### src/rtl/icache_rv32.sv
// Direct-mapped, read-only instruction cache for an RV32 fetch stage.
// Hits are answered combinationally in the same cycle as the address.
// Misses refill a whole line word-by-word over a request/acknowledge link.
module icache_rv32 #(
    parameter int unsigned LINES = 16,
    parameter int unsigned WORDS = 4
) (
    input  logic        iCLK,
    input  logic        iRST,
    input  logic [31:0] iADDR,
    input  logic        iFLUSH,
    output logic [31:0] oDATA,
    output logic        oSTALL,
    output logic        oMEMREQ,
    output logic [31:0] oMEMADDR,
    input  logic        iMEMACK,
    input  logic [31:0] iMEMDATA
);

    localparam int unsigned WB = $clog2(WORDS);
    localparam int unsigned OB = WB + 2;
    localparam int unsigned IB = $clog2(LINES);
    localparam int unsigned TB = 32 - OB - IB;

    localparam logic [1:0] S_IDLE      = 2'd0;
    localparam logic [1:0] S_REFILL    = 2'd1;
    localparam logic [1:0] S_FILL_DONE = 2'd2;

    localparam logic [WB-1:0] LAST_WORD = WB'(WORDS - 1);

    // Address fields of the current fetch
    logic [WB-1:0] word_sel;
    logic [IB-1:0] index;
    logic [TB-1:0] tag;

    // Line storage: tags and data carry no reset, validity is tracked separately
    logic [TB-1:0] tag_mem  [LINES];
    logic [31:0]   data_mem [LINES*WORDS];

    logic [LINES-1:0] valid_q, valid_d;
    logic [1:0]       state_q, state_d;
    logic [31-OB:0]   line_q, line_d;     // {tag, index} of the line being refilled
    logic [WB-1:0]    count_q, count_d;
    logic             flush_pending_q, flush_pending_d;

    logic hit;
    logic data_we;
    logic tag_we;

    // Byte offset within a word is the decoder's concern, not the cache's
    logic unused_addr_bits;
    assign unused_addr_bits = ^iADDR[1:0];

    // Split the fetch address into word select, index and tag
    always_comb begin
        word_sel = iADDR[OB-1:2];
        index    = iADDR[OB+IB-1:OB];
        tag      = iADDR[31:OB+IB];
    end

    // Zero-latency lookup; only IDLE may report a hit, and a flush forces a stall
    always_comb begin
        hit    = (state_q == S_IDLE) && valid_q[index] &&
                 (tag_mem[index] == tag) && !iFLUSH;
        oSTALL = !hit;
        oDATA  = hit ? data_mem[{index, word_sel}] : '0;
    end

    // Memory request is a pure decode of state so reset drops it immediately
    always_comb begin
        oMEMREQ  = (state_q == S_REFILL);
        oMEMADDR = oMEMREQ ? {line_q, count_q, 2'b00} : '0;
    end

    // Next-state, refill sequencing and valid-bit maintenance
    always_comb begin
        state_d         = state_q;
        line_d          = line_q;
        count_d         = count_q;
        valid_d         = valid_q;
        flush_pending_d = flush_pending_q;
        data_we         = 1'b0;
        tag_we          = 1'b0;

        case (state_q)
            S_IDLE: begin
                if (iFLUSH) begin
                    valid_d = '0;
                end else if (!hit) begin
                    line_d         = iADDR[31:OB];
                    count_d        = '0;
                    valid_d[index] = 1'b0;
                    state_d        = S_REFILL;
                end
            end

            S_REFILL: begin
                if (iFLUSH) begin
                    flush_pending_d = 1'b1;
                end
                if (iMEMACK) begin
                    data_we = 1'b1;
                    count_d = count_q + 1'b1;
                    if (count_q == LAST_WORD) begin
                        tag_we  = 1'b1;
                        state_d = S_FILL_DONE;
                        // A flush seen anywhere in the refill, including this cycle, keeps the line invalid
                        if (!(flush_pending_q || iFLUSH)) begin
                            valid_d[line_q[IB-1:0]] = 1'b1;
                        end
                    end
                end
            end

            S_FILL_DONE: begin
                state_d         = S_IDLE;
                flush_pending_d = 1'b0;
                if (flush_pending_q || iFLUSH) begin
                    valid_d = '0;
                end
            end

            default: begin
                state_d = S_IDLE;
            end
        endcase
    end

    // Control state with asynchronous active-low reset
    always_ff @(posedge iCLK or negedge iRST) begin
        if (!iRST) begin
            state_q         <= S_IDLE;
            valid_q         <= '0;
            line_q          <= '0;
            count_q         <= '0;
            flush_pending_q <= 1'b0;
        end else begin
            state_q         <= state_d;
            valid_q         <= valid_d;
            line_q          <= line_d;
            count_q         <= count_d;
            flush_pending_q <= flush_pending_d;
        end
    end

    // Refill writes into the tag and data arrays
    always_ff @(posedge iCLK) begin
        if (data_we) begin
            data_mem[{line_q[IB-1:0], count_q}] <= iMEMDATA;
        end
        if (tag_we) begin
            tag_mem[line_q[IB-1:0]] <= line_q[31-OB:IB];
        end
    end

endmodule

### config.mk
export PLATFORM = sky130hd
export DESIGN_NAME = icache_rv32
export DESIGN_NICKNAME = d
export VERILOG_FILES = /design/src/rtl/icache_rv32.sv
export SDC_FILE = /design/constraint.sdc
export NUM_CORES = 2
export LEC_CHECK = 0
export ABC_AREA = 1
export ABC_CLOCK_PERIOD_IN_PS = 5410
export CAP_MARGIN = 20
export CORE_UTILIZATION = 50
export DETAILED_ROUTE_END_ITERATION = 12
export MAX_ROUTING_LAYER = met4
export PLACE_DENSITY = 0.62
export SLEW_MARGIN = 20
export SYNTH_ARGS = -nofsm -noshare
export SYNTH_HDL_FRONTEND = slang
export SYNTH_SLANG_ARGS = --single-unit
### constraint.sdc
create_clock -name iCLK -period 5.41 [get_ports iCLK]
set_clock_uncertainty 0.1 [all_clocks]
set_input_delay 1.623 -clock iCLK [delete_from_list [all_inputs] [get_ports iCLK]]
set_output_delay 1.623 -clock iCLK [all_outputs]
set_load 0.05 [all_outputs]
==> metrics.md <==
| Metric | Value |
|---|---|
| Type of the worst setup path | `in -> out` |
| Kind of start point of the critical path | `primary input` |
| Hold violation total from the final report | `0` |
| EDFF count, synth | `2432` |
| Critical path origin | `iADDR[5]` |
| Final critical-path setup slack | `-697.8 ps` |
| Count of hold buffers inserted by post-cts repair | `0` |
| Top-Level Pins | `134` |
| Ranking of synthesized cells by instance count | `sky130_fd_sc_hd__edfxtp_1, sky130_fd_sc_hd__nand2_1, sky130_fd_sc_hd__a21oi_1` |
| Vertical die dimension | `445.5 um` |
| Vias | `69670` |
| Cell mode on critical path | `sky130_fd_sc_hd__buf_16` |
| Die Span X | `445.5 um` |
| Post-synth top flop | `sky130_fd_sc_hd__edfxtp_1` |
| RSZ-0062 raised after global routing | `true` |
| Most frequent cell after synthesis | `sky130_fd_sc_hd__edfxtp_1` |
| Root Driver | `sky130_fd_sc_hd__clkbuf_16` |
| Slew at the pin closest to its max-slew limit | `1134 ps` |
| Overall global routing resource usage | `34.50%` |
| Area of the die | `198400 um2` |
| Max Fclk | `0.1637 GHz` |
| Setup TNS after final layout | `-49100 ps` |
| Run status | `complete, but fails checks` |
| Worst path slowest cell | `sky130_fd_sc_hd__nor3b_2` |
| Largest driver fanout on the critical path | `8` |
| Effective utilization at floorplan | `50.37%` |
| Fill cell instance count of the final layout | `14640` |
| Clk sinks | `2481` |
| Max-cap violations | `0` |
| Data arrival time of the worst path | `4380 ps` |
| Iteration-0 DRC Markers | `10470` |
| Total global routing overflow | `0` |
| Final clock period utilization by the worst path | `112.9%` |
| Setup violation total in the final timing report | `81` |
| Sequential-to-total area share from yosys stat | `75.52%` |
| Worst path max stage delay | `200 ps` |
| Total cell area at the placement stage | `109600 um2` |
| Cts bufs inserted | `275` |
| Peak ir drop on the vdd network | `0.0003043 V` |
| WL per Instance | `30.08 um` |
| Ys Warns | `0` |
| Area contributors post-synth | `sky130_fd_sc_hd__edfxtp_1, sky130_fd_sc_hd__nand2_1, sky130_fd_sc_hd__a21oi_1, sky130_fd_sc_hd__a32o_1, sky130_fd_sc_hd__a22oi_1` |
| Failing checks | `negative setup slack` |
| Detailed-routing iteration count for the pre-antenna-repair pass | `6` |
| Number of buffers on the longest clock path | `4` |
| Fraction of layout instances using a drive strength above 1 | `18.50%` |
| Clock-pin slew on the worst setup and hold paths | `60 ps` |
| Number of pins exceeding their max-slew limit in the final report | `0` |
| Count of mapped cells out of synthesis | `7566` |
| Ordered list of cells on the worst path | `buf_16, clkinv_8, nor2_4, buf_12, buf_16, nand2_2, nand2_2, o21ai_2, nand2_1, nor2_1, nand2_1, buf_4, nand2_1, nor3b_2, nand3_1, nor2_4, nand3_4, buf_12, buf_16, buf_16, nor2_4, buf_12` |
| Count of cell types in the netlist | `42` |
| H-tree lvl count | `5` |
| Drt total wl | `337500 um` |
| Post-DP HPWL | `198500 um` |
| Clock period minus worst slack | `6108 ps` |
| Placement Rows | `162` |
| Routed vias/inst | `6.210` |
| Type of the most critical hold path | `in -> async` |
| Worst hold slack | `374.4 ps` |
| Largest net degree at the start of global routing | `65` |
| Post-Syn Area per Cell | `13.00 um2` |
| Synth top area share | `74.27%` |
| Flop and latch count out of synthesis | `2481` |
| Global-route wire length before repair | `470600 um` |
| FF-to-FF Start | `tag_mem[11][17]$_DFFE_PP_` |
| Antenna violations before repair | `13` |
| Via count of the first global-routing pass | `65280` |
| Remaining number of nets flagged by the antenna check after routing | `0` |
| Signed area change from the synthesized netlist to the final layout | `22.20%` |
| Synthesized cell area | `98330 um2` |
| Worst-Skew Late Latency | `930 ps` |
| Total power draw | `44300 uW` |
| Slew Limit Headroom | `24.40%` |
| Final standard cell count with taps included and fillers excluded | `11220` |
| Number of placed instances with taps included | `10640` |
| RD Place Congestion | `0.9321` |
| Leakage Power | `0.04253 uW` |
| Nets | `8477` |
| Remaining DRCs | `0` |
| Library cell with the largest summed area after synthesis | `sky130_fd_sc_hd__edfxtp_1` |
| Post-layout instance area | `120200 um2` |
| Critical path data required time | `3690 ps` |
| Buffers on Ports | `129` |
| Floorplan Core Area | `195200 um2` |
| Clock tree from TritonCTS | `done` |
| Async set-reset flop share out of synthesis | `1.975%` |
| Critical Path End Type | `output pin` |
| Areal power density over the cells | `368.7 nW/um2` |
worst max-delay path, delay by kind of cell:
kind | cells | cell delay (ps)
buffers and inverters | 9 | 1310
AO/OA/AOI/OAI | 1 | 70
AND/OR/NAND/NOR | 12 | 1320
state kept, by name, indices dropped and copies added, names as in the netlist:
name	cells
line_q	28
flush_pending_q	1
tag_mem	384
count_q	2
valid_q	16
data_mem	2048
state_q	2
area by class of cell:
type                    count  area (um2)  share of cell area [%]
flip-flops and latches   2481       74260                   61.80
multi-input cells        4485       23010                   19.15
repair buffers           1043       10980                   9.134
clock buffers             339        7249                   6.033
well taps                2624        3283                   2.732
clock inverters           113       832.0                  0.6924
inverters                 118       515.5                  0.4290
diodes                     16       40.04                 0.03332
power breakdown:
part	switching, uW	internal, uW
combinational	3140	1490
clock	7350	9970
sequential	553	21800
routing by layer:
metal	global-route usage [%]	up-vias	part of all wire, %
li1	-	29630	-
met3	7.411	903	12
met2	50.66	4632	45
met1	46.28	34500	38
met4	15.79	0	5.4
met5	-	-	0
final timing paths:
| path | to | slack (ps) | cells after the start |
|---|---|---|---|
| hold / removal | line_q[9]$_DFFE_PN0P_ | 370 | 1 |
| max in group asynchronous | valid_q[8]$_DFFE_PN0P_ | 3880 | 2 |
| setup reg to reg | line_q[12]$_DFFE_PN0P_ | 90 | 41 |
| min in group iCLK | flush_pending_q$_DFFE_PN0P_ | 400 | 2 |
| hold reg to reg | flush_pending_q$_DFFE_PN0P_ | 400 | 2 |
| setup / recovery | oDATA[21] | -700 | 22 |
repair_timing:
action / in CTS / in global routing
buffers inserted: 86 / 12
gates resized for setup: 216 / 115
pin swaps: 55 / 63
setup endpoints to repair: 33 / 81
cloned: 9 / 7
cells in the final DEF, fill, tap and decap left out, types with 21 or more instances in the layout:
| master | count |
|---|---|
| sky130_fd_sc_hd__buf_4 | 706 |
| sky130_fd_sc_hd__nand2_2 | 46 |
| sky130_fd_sc_hd__o21ai_0 | 112 |
| sky130_fd_sc_hd__nand3_1 | 65 |
| sky130_fd_sc_hd__clkbuf_1 | 58 |
| sky130_fd_sc_hd__buf_6 | 36 |
| sky130_fd_sc_hd__edfxtp_1 | 2432 |
| sky130_fd_sc_hd__dfrtp_1 | 49 |
| sky130_fd_sc_hd__inv_1 | 90 |
| sky130_fd_sc_hd__a22oi_1 | 206 |
| sky130_fd_sc_hd__a221oi_1 | 31 |
| sky130_fd_sc_hd__nand2_1 | 2355 |
| sky130_fd_sc_hd__buf_12 | 185 |
| sky130_fd_sc_hd__nor2_1 | 117 |
| sky130_fd_sc_hd__a32o_1 | 164 |
| sky130_fd_sc_hd__clkdlybuf4s50_1 | 57 |
| sky130_fd_sc_hd__clkinv_2 | 41 |
| sky130_fd_sc_hd__nor2_4 | 101 |
| sky130_fd_sc_hd__o21ai_1 | 21 |
| sky130_fd_sc_hd__nand4_1 | 60 |
| sky130_fd_sc_hd__clkbuf_16 | 286 |
| sky130_fd_sc_hd__buf_8 | 23 |
| sky130_fd_sc_hd__a32oi_1 | 105 |
| sky130_fd_sc_hd__a22o_1 | 30 |
| sky130_fd_sc_hd__a21oi_1 | 777 |
| sky130_fd_sc_hd__clkinv_1 | 60 |
| sky130_fd_sc_hd__o22ai_1 | 130 |
per-stage QoR:
step | setup WS (ps) | utilization (%)
floorplan | -317.0 | -
global placement | -1329 | 56.14
detailed placement | -1320 | 56.14
CTS | -567.3 | 61.17
global route | -769.2 | 61.55
finish | -697.8 | 61.56
kinds of logic after synthesis:
family                     count (synthesis)  share of synthesized area (%)
AOI/OAI and AO/OA                       1643                          10.72
other                                      1                       0.003814
DFF                                     2481                          75.52
adders and majority gates                  5                        0.06362
and+or+nand+nor                         2830                          11.17
buffers and inverters                    602                          2.480
muxes                                      4                        0.04072
(Power assumes the default switching activity.)
